===== src/rtl/memory_bus_responder.sv =====
// Single-word bus responder in front of a synchronous single-port RAM.
// Adds WAIT_STATES cycles before capture and reports range/protocol errors as sticky flags.
module memory_bus_responder #(
    parameter int unsigned ADDR_BITS   = 14,
    parameter logic [31:0] BASE        = 32'h0000_0000,
    parameter int unsigned WAIT_STATES = 0
) (
    input  logic                 clk,
    input  logic                 reset,
    input  logic [31:0]          bus_addr,
    input  logic [31:0]          bus_data,
    input  logic                 bus_we,
    input  logic                 bus_start,
    output logic [31:0]          bus_q,
    output logic                 bus_done,
    output logic                 bus_ready,
    output logic [ADDR_BITS-1:0] mem_addr,
    output logic [31:0]          mem_d,
    output logic                 mem_en,
    output logic                 mem_we,
    input  logic [31:0]          mem_q,
    output logic [1:0]           err,
    input  logic                 err_clr
);

    typedef enum logic [2:0] {StIdle, StAccess, StWait, StCapture, StDone} state_e;

    state_e               state_q, state_d;
    logic [ADDR_BITS-1:0] addr_q, addr_d;
    logic [31:0]          data_q, data_d;
    logic                 we_q, we_d;
    logic [3:0]           cnt_q, cnt_d;
    logic [31:0]          q_q, q_d;
    logic [1:0]           err_q, err_d;
    logic [1:0]           err_set;
    logic [31:0]          off;
    logic                 in_range;

    // Wrapping subtraction; the explicit >= check rejects addresses below BASE.
    assign off      = bus_addr - BASE;
    assign in_range = (bus_addr >= BASE) && ((off >> ADDR_BITS) == 32'd0);

    always_comb begin
        state_d = state_q;
        addr_d  = addr_q;
        data_d  = data_q;
        we_d    = we_q;
        cnt_d   = cnt_q;
        q_d     = q_q;
        err_set = 2'b00;
        case (state_q)
            StIdle: begin
                if (bus_start) begin
                    data_d = bus_data;
                    we_d   = bus_we;
                    if (in_range) begin
                        addr_d  = off[ADDR_BITS-1:0];
                        state_d = StAccess;
                    end else begin
                        q_d        = 32'd0;
                        err_set[0] = 1'b1;
                        state_d    = StDone;
                    end
                end
            end
            StAccess: begin
                cnt_d   = 4'(WAIT_STATES);
                state_d = (WAIT_STATES > 0) ? StWait : StCapture;
            end
            StWait: begin
                cnt_d = cnt_q - 4'd1;
                if (cnt_q == 4'd1) state_d = StCapture;
            end
            StCapture: begin
                q_d     = we_q ? 32'd0 : mem_q;
                state_d = StDone;
            end
            StDone:  state_d = StIdle;
            default: state_d = StIdle;
        endcase
        if (bus_start && (state_q != StIdle)) err_set[1] = 1'b1;
        // A new error beats a simultaneous clear for that bit only.
        err_d = (err_clr ? 2'b00 : err_q) | err_set;
    end

    always_ff @(posedge clk or negedge reset) begin
        if (!reset) begin
            state_q <= StIdle;
            addr_q  <= '0;
            data_q  <= 32'd0;
            we_q    <= 1'b0;
            cnt_q   <= 4'd0;
            q_q     <= 32'd0;
            err_q   <= 2'b00;
        end else begin
            state_q <= state_d;
            addr_q  <= addr_d;
            data_q  <= data_d;
            we_q    <= we_d;
            cnt_q   <= cnt_d;
            q_q     <= q_d;
            err_q   <= err_d;
        end
    end

    assign bus_ready = (state_q == StIdle);
    assign bus_done  = (state_q == StDone);
    assign bus_q     = bus_done ? q_q : 32'd0;
    assign mem_en    = (state_q == StAccess);
    assign mem_we    = mem_en & we_q;
    assign mem_addr  = addr_q;
    assign mem_d     = data_q;
    assign err       = err_q;

endmodule


===== config.mk =====
export PLATFORM = sky130hd
export DESIGN_NAME = memory_bus_responder
export DESIGN_NICKNAME = d
export VERILOG_FILES = /design/src/rtl/memory_bus_responder.sv
export SDC_FILE = /design/constraint.sdc
export NUM_CORES = 1
export LEC_CHECK = 0
export ABC_AREA = 1
export CAP_MARGIN = 25
export CORE_MARGIN = 4
export CORE_UTILIZATION = 35
export DETAILED_ROUTE_END_ITERATION = 8
export PLACE_DENSITY = 0.8
export SYNTH_ARGS = -nofsm -noshare
export SYNTH_HDL_FRONTEND = slang
export SYNTH_SLANG_ARGS = --single-unit

===== constraint.sdc =====
create_clock -name clk -period 2 [get_ports clk]
set_input_delay 0.4 -clock clk [delete_from_list [all_inputs] [get_ports clk]]
set_output_delay 0.4 -clock clk [all_outputs]
set_load 0.01 [all_outputs]

==> metrics.yaml <==
die_w_um: 112
clk_latency_ps: 350
wl_per_cell_um: 14.1
p_per_area_nw_per_um2: 654
grt_pass1_vias: 3443
synth_top_area_share_pct: 57.7
yosysWarnings: 0
synthMuxAreaShare_pct: 9.45
endpoint_kind: "output pin"
ant_nets: 0
num_antenna_cells: 0
startpoint_type: "register"
dpl_cell_area_um2: 5860
fin_crit_ps: 1930
reg2reg_from: "state_q[0]$_DFFE_PN0P_"
totalNegativeSetupSlack_ps: 0
layout-drive-gt1-share_pct: 14.9
yosys.area.top_type: "dfrtp_1"
leakagePower_nw: 2.79
cts_sinks: 88
hold_ws_ps: 47.2
timing.final.ws_setup_ps: 70.1
grt_pass1_wl_um: 17000
fin_skew_ps: 11.3
viasPerCell: 4.48
synthCells: 402
post-route-period-util_pct: 96.5
dpl.hpwl_um: 7840
ff2ff_setup_slack_ps: 430
drc: 0
yosysSeqAreaShare_pct: 57.7
vias: 3282
overflow: 0
layout_commonest_cell: "clkdlybuf4s50_1"
hold_viol: 0
layout_common_cells: "clkdlybuf4s50_1 (147), nand2_1 (88), dfrtp_1 (88)"
slew_violations: 0
ys_seq_elements: 88
fp.dieArea_um2: 12600
crit_start: "state_q[0]$_DFFE_PN0P_"
dr.pass1.iters: 4
max_freq_ghz: 0.518
portBuffers: 184
area_delta_synth_final_pct: 56.9
avgSynthCellArea_um2: 9.49
cts_buffer_depth: 2
cts_root_buf: "clkbuf_8"
finalInstanceArea_um2: 5990
min_path_type: "in -> async"
worstMarginPinSlew_ps: 604
critPathRequiredTime_ps: 1600
clk_pin_slew_ps: 90
multi_input_area_um2: 1300
yosys.area_share.simple_pct: 19.8
numCtsBuffers: 9
syn-num-nets: 505
p_total_w: 0.00392
setup_violations: 0
synth_area_leaders: "dfrtp_1 (58%), mux2_2 (9.4%), nand2_1 (8.7%)"
drt_iter0_drc: 154
yosys.area_share.adder_pct: 0.656
fillers: 940
reg2reg_depth: 6
drt-total-wl_um: 10300
track_usage_pct: 16.5
synth_top_family_by_area: "simple AND/OR/NAND/NOR gates"
antenna_found_initial: 0
post-place-ws_ps: 112
crit_type: "reg -> out"
synth_cell_types: 24
grt_max_degree: 47
ir_drop_mv: 0.447
seqCellArea_um2: 2200
gp_congestion: 0.780
rr_endpoint: "mem_d[14]$_DFFE_PN0N_"
synth_area_um2: 3810
die_y_um: 112
synth-compound-area-share_pct: 3.74
cts_tree: "built"
start_util_pct: 36.5
arrival_ps: 1530
drv_cap: 0
core_um2: 10500
outcome: "finished clean"
io_pins: 185
rows: 37
slew_headroom_pct: 59.8
nNetsFinal: 694
h-tree-depth: 3
path_max_fanout: 33
synthXorXnorAreaFrac_pct: 0.230
==> worst max-delay path, stage by stage, from the launching register on <==
cell	delay [ps]
dfrtp_1	420
nor2_2	140
nand2_1	90
buf_12	170
nor2_1	90
clkdlybuf4s15_1	250
==> state kept, by name (all words and copies together), names as in the netlist <==
register,flops
cnt_q,4
mem_d,32
we_q,1
q_q,32
state_q,3
err,2
mem_addr,14
==> layer usage <==
metal	routed length [um]	part of all wire, %	up-vias	global-route usage [%]
met5	0	0	-	0
met4	169	1.6	0	5.05
met3	816	7.9	14	5.55
met2	5240	51	117	28.5
met1	4110	40	1532	19.4
li1	-	-	1619	-
==> repair_timing <==
item                                    4_1_cts  5_1_grt
endpoints found under the setup margin       36       33
setup buffers                                 0        2
pin swaps                                     0        1
gates resized for setup                      38       50
hold buffers                                  0        0
==> area by class of cell <==
type	count	share of cell area [%]
clock buffer	12	2.42
multi-input combinational	238	21.7
timing repair buffer	196	31.7
sequential	88	36.8
clock inverter	4	0.899
inverter	58	3.64
tap	136	2.84
==> report_power, final <==
| group | leakage, nW | switching (W) | internal (W) |
|---|---|---|---|
| registers | 1.15 | 0.0000572 | 0.00188 |
| clock network | 0.0928 | 0.000633 | 0.000616 |
| logic | 1.55 | 0.000263 | 0.000464 |
==> per-stage QoR <==
| stage | cells | utilization, % |
|---|---|---|
| 4_1_cts | 730 | 57.6 |
| 2_1_floorplan | 402 | - |
| 5_1_grt | 732 | 57.2 |
| 3_5_place_dp | 714 | 56.0 |
| 6_report | 732 | 57.2 |
| 3_3_place_gp | 714 | 56.0 |
==> worst max-delay path by stage <==
stage	to
after floorplan	bus_q[22]
after global placement	bus_q[31]
after detailed placement	bus_q[0]
after CTS	bus_q[31]
after global routing	bus_q[13]
final	bus_q[7]
==> cells by family after synthesis <==
group / Yosys count
multiplexers: 32
XOR/XNOR: 1
adder cells (fa/ha/maj): 2
flip-flops: 88
AO/OA/AOI/OAI: 24
AND/OR/NAND/NOR: 179
buffers and inverters: 76
==> cells in the mapped netlist <==
cell type  count
buf_6          2
or2_0          1
o21ai_1        5
nand3_1       37
buf_4          3
buf_2          6
mux2_2        32
and2_1         1
nor2_1        47
o21ai_2        5
clkbuf_2       1
o22ai_1        3
clkbuf_1       6
nand2_2        2
nor2_8         1
nand2_1       88
ha_1           2
nand4_2        1
inv_1         58
a21oi_1        4
nor2_2         1
o21ai_0        7
xnor2_1        1
dfrtp_1       88
(Power assumes the default switching activity.)
